--- config.mk ---
export PLATFORM = sky130hd
export DESIGN_NAME = prim_clock_gate_ctrl
export DESIGN_NICKNAME = d
export VERILOG_FILES = /design/src/rtl/prim_clock_gate_ctrl.sv
export SDC_FILE = /design/constraint.sdc
export NUM_CORES = 1
export LEC_CHECK = 0
export CAP_MARGIN = 20
export CORE_UTILIZATION = 50
export DETAILED_ROUTE_END_ITERATION = 10
export PLACE_DENSITY_LB_ADDON = 0.3
export SYNTH_ARGS = -nofsm -noshare
export SYNTH_HDL_FRONTEND = slang
export SYNTH_SLANG_ARGS = --single-unit
--- constraint.sdc ---
create_clock -name clk_i -period 1.9 [get_ports clk_i]
set_clock_uncertainty 0.1 [all_clocks]
set_input_delay 0.19 -clock clk_i [delete_from_list [all_inputs] [get_ports clk_i]]
set_output_delay 0.19 -clock clk_i [all_outputs]
set_load 0.005 [all_outputs]
--- src/rtl/prim_clock_gate_ctrl.sv ---
// ---------------------------------------------------------------------------
// prim_clock_gate_ctrl: per-channel idle-timeout clock-enable controller with wake handshake
// Revision: 1.0
// ---------------------------------------------------------------------------
`default_nettype none

module prim_clock_gate_ctrl #(
  parameter int NUM_CH      = 4,
  parameter int IDLE_CYCLES = 16,
  parameter int WAKE_CYCLES = 2
) (
  input  logic              clk_i,
  input  logic              rst_i,
  input  logic              test_en_i,
  input  logic [NUM_CH-1:0] busy_i,
  input  logic [NUM_CH-1:0] req_i,
  input  logic [NUM_CH-1:0] force_on_i,
  output logic [NUM_CH-1:0] en_o,
  output logic [NUM_CH-1:0] ack_o,
  output logic [NUM_CH-1:0] gated_o
);

  localparam int IDLE_W = (IDLE_CYCLES > 1) ? $clog2(IDLE_CYCLES) : 1;
  localparam int WAKE_W = (WAKE_CYCLES > 1) ? $clog2(WAKE_CYCLES) : 1;
  localparam logic [IDLE_W-1:0] IDLE_LAST = IDLE_W'(IDLE_CYCLES - 1);
  localparam logic [WAKE_W-1:0] WAKE_LAST = WAKE_W'(WAKE_CYCLES - 1);

  typedef enum logic [1:0] {
    ST_ON   = 2'd0,
    ST_OFF  = 2'd1,
    ST_WAKE = 2'd2
  } state_e;

  for (genvar c = 0; c < NUM_CH; c++) begin : g_ch
    state_e            state_q, state_d;
    logic [IDLE_W-1:0] idle_q, idle_d;
    logic [WAKE_W-1:0] wake_q, wake_d;
    logic              act;

    assign act = busy_i[c] | req_i[c] | force_on_i[c];

    always_ff @(posedge clk_i) begin
      if (rst_i) begin
        state_q <= ST_ON;
        idle_q  <= '0;
        wake_q  <= '0;
      end else begin
        state_q <= state_d;
        idle_q  <= idle_d;
        wake_q  <= wake_d;
      end
    end

    always_comb begin
      state_d = state_q;
      idle_d  = idle_q;
      wake_d  = wake_q;
      case (state_q)
        ST_ON: begin
          // Activity on the count-hit cycle wins and restarts the interval.
          if (act) begin
            idle_d = '0;
          end else if (idle_q == IDLE_LAST) begin
            idle_d  = '0;
            state_d = ST_OFF;
          end else begin
            idle_d = idle_q + IDLE_W'(1);
          end
        end
        ST_OFF: begin
          if (act) begin
            wake_d  = '0;
            state_d = ST_WAKE;
          end
        end
        ST_WAKE: begin
          // Settle period always runs to completion, even if act drops.
          if (wake_q == WAKE_LAST) begin
            wake_d  = '0;
            idle_d  = '0;
            state_d = ST_ON;
          end else begin
            wake_d = wake_q + WAKE_W'(1);
          end
        end
        default: begin
          state_d = ST_ON;
          idle_d  = '0;
          wake_d  = '0;
        end
      endcase
    end

    assign en_o[c]    = test_en_i | (state_q != ST_OFF);
    assign gated_o[c] = (state_q == ST_OFF);
    assign ack_o[c]   = req_i[c] & (state_q == ST_ON);
  end

endmodule

`default_nettype wire

==> results_dict.tcl <==
set metrics [dict create \
    status "finished clean" \
    timing.final.ws_setup_ns 0.07786 \
    rsz0062_at_grt "no" \
    grt_max_degree 21 \
    dieHeight_um 56.27 \
    synthMostInstantiatedCell "dfxtp_1" \
    ys_types 38 \
    holdCritStartpoint "g_ch[0].idle_q[1]" \
    antenna_violating_nets_post_route 0 \
    route.detailed.drc 0 \
    cts_sinks 28 \
    clockRootBuffer "clkbuf_4" \
    start_kind "register" \
    initial_core_util_pct 52.95 \
    path_cells "nor2b_4 > clkdlybuf4s50_1" \
    min_path_type "register to register" \
    cp.arrival_ns 1.53 \
    critPathSlowestCell "clkdlybuf4s50_1" \
    grt_pass1_vias 1361 \
    drv_slew 0 \
    async_reset_ff_share_pct 0 \
    drive_gt1_share_pct 11.06 \
    nNetsFinal 228 \
    min_path_cells 2 \
    die_x_um 56.27 \
    critPathMaxStageDelay_ns 0.52 \
    finalCritPeriodShare_pct 95.90 \
    insertion_delay_ns 0.33 \
    tns_ns 0 \
    clk_pin_slew_ns 0.14 \
    hold_slack_ns 0.4023 \
    worstPathRequired_ns 1.61 \
    fmax_mhz 548.8 \
    top_level_ports 27 \
    r2r-start "g_ch[2].state_q[1]" \
    gr-total-overflow 0 \
    post-route-util_pct 67.79 \
    p_per_area_nw_per_um2 519.3 \
    min_period_ns 1.822 \
    synth_fp_nets 193 \
    synth_largest_area_cell "dfxtp_1" \
    vias 1433 \
    synth.ff_latch_count 28 \
    reg2reg_slack_ns 0.18 \
    core_area_um2 2781 \
    ff2ff_path_depth 3 \
    tightest_slew_ns 0.5057 \
    vdd_drop_max_mv 0.6156 \
    syn2layout_area_growth_pct 28.04 \
    synthSimpleGateAreaFrac_pct 30.67 \
    synth_mux_area_share_pct 0 \
    ctsLongestPathBuffers 2 \
    antenna_found_initial 0 \
    synth_top_area_share_pct 38.06 \
    maxCapViolations 0 \
    ys_warn_count 0 \
    worstHoldEndpoint "g_ch[0].idle_q[1]" \
    p_leak_nw 0.6761 \
    end_kind "output port" \
    synth-main-ff-cell "dfxtp_1" \
    dieArea_um2 3166 \
    relSlewSlack_pct 66.22 \
    grtUsageTotal_pct 21.71 \
    setup_viol 0 \
    holdBufCountCts 0 \
    synth_compound_area_share_pct 21.33 \
    synth-edff-count 0 \
    yosys-top-cells-area "dfxtp_1 38%, nor2b_1 5.1%, o21ai_0 5.1%" \
    ys_seq_area_share_pct 38.06 \
    crit_type "register to output port" \
    cp_max_fo 6 \
    post-cts-setup-buffers 0 \
    hold_viol_final 0 \
    port_buffers 26 \
    dp_hpwl_mm 2.396 \
    synth.avg_cell_area_um2 8.464 \
    tritoncts.num_buffers 3 \
    place_ws_ns -0.02181 \
    wl_per_cell_um 13.38 \
    gp_congestion 0.8184 \
    netlist_area_um2 1473 \
    synth_fa_ha_area_share_pct 3.398 \
    rows 19 \
    synth-xor-area-share_pct 2.379 \
    wirelength_mm 3.198 \
    synth_top_family_by_area "simple AND/OR/NAND/NOR gates" \
    drtIter0Drc 50 \
    diodes 0 \
    syn-instance-count 174 \
    cts_tree "yes" \
    first_pass_iters 4 \
    htreeDepth 1 \
    finalPower_uw 979.3 \
    viasPerCell 5.996 \
    grt_pass1_wl_mm 5.589 \
    reg2reg_to "g_ch[2].idle_q[0]" \
    synth_common_cells "28 x dfxtp_1, 15 x o21ai_0, 13 x a21oi_1, 12 x nor2b_1, 10 x nor2_1" \
]
registers in the layout, summed over array words and instances (netlist names):
signal	count
g_ch.state_q	8
g_ch.wake_q	4
g_ch.idle_q	16
per-layer routing:
layer  share of wire [%]  GRT usage [%]  vias to the layer above
li1                    -              -                      719
met1                  43          24.96                      670
met2                  52          39.63                       38
met3                 3.9          5.300                        6
met4                 1.3          6.272                        0
met5                   0              0                        -
how the worst max path moves through the flow:
stage,startpoint,end
after CTS,g_ch[2].state_q[0],gated_o[2]
after global routing,g_ch[2].state_q[0],gated_o[2]
after floorplan,g_ch[2].state_q[1],g_ch[2].idle_q[0]
after detailed placement,req_i[2],g_ch[2].idle_q[0]
after global placement,req_i[2],g_ch[2].idle_q[0]
final,g_ch[0].state_q[0],gated_o[0]
final cells by class:
cell class,count,area (µm²)
well taps,31,38.79
inverters,8,30.03
fillers,241,895.9
clock buffers,4,36.28
repair buffers,37,355.3
flip-flops and latches,28,564.3
multi-input cells,131,860.8
worst max-delay path, delay by kind of cell (launching register included):
kind	cells	cell delay, ns
buffers and inverters	1	0.52
DFF	1	0.46
and+or+nand+nor	1	0.23
placed cells by master (no fill, tap or decap), types with 3 or more instances in the layout:
master,count
and4b_1,3
nor2b_1,10
nor4_1,6
nand3_1,4
nand2b_1,8
nand3b_1,4
dfxtp_2,3
or3_1,3
nor2_1,10
a311oi_1,3
inv_1,8
a21oi_1,13
ha_1,4
nand2_1,4
a2bb2oi_1,3
nor3b_1,9
clkdlybuf4s50_1,26
dfxtp_1,25
o21ai_0,15
clkbuf_4,3
buf_4,10
xnor2_1,3
a31oi_1,5
per-stage QoR:
step / cell area (µm²) / cells
6_report: 1886 / 239
5_1_grt: 1886 / 239
4_1_cts: 1876 / 239
3_5_place_dp: 1836 / 235
3_3_place_gp: 1836 / 235
2_1_floorplan: 1473 / 174
repair_timing:
| item | 4_1_cts | 5_1_grt |
|---|---|---|
| gates resized for setup | 2 | 4 |
| endpoints found under the hold margin | 0 | 0 |
| setup endpoints to repair | 3 | 8 |
where the power goes:
part	leakage, nW	internal (mW)	switching [mW]
clock	0.0210	0.117	0.175
sequential	0.227	0.590	0.00299
combinational	0.428	0.0572	0.0371
cell families after synthesis:
kind of cell               Yosys count
DFF                                 28
adders and majority gates            4
xor gates and xnor gates             4
and+or+nand+nor                     73
AOI/OAI and AO/OA                   50
buffers and inverters               15
No activity file was read; power rests on OpenSTA's default activity.
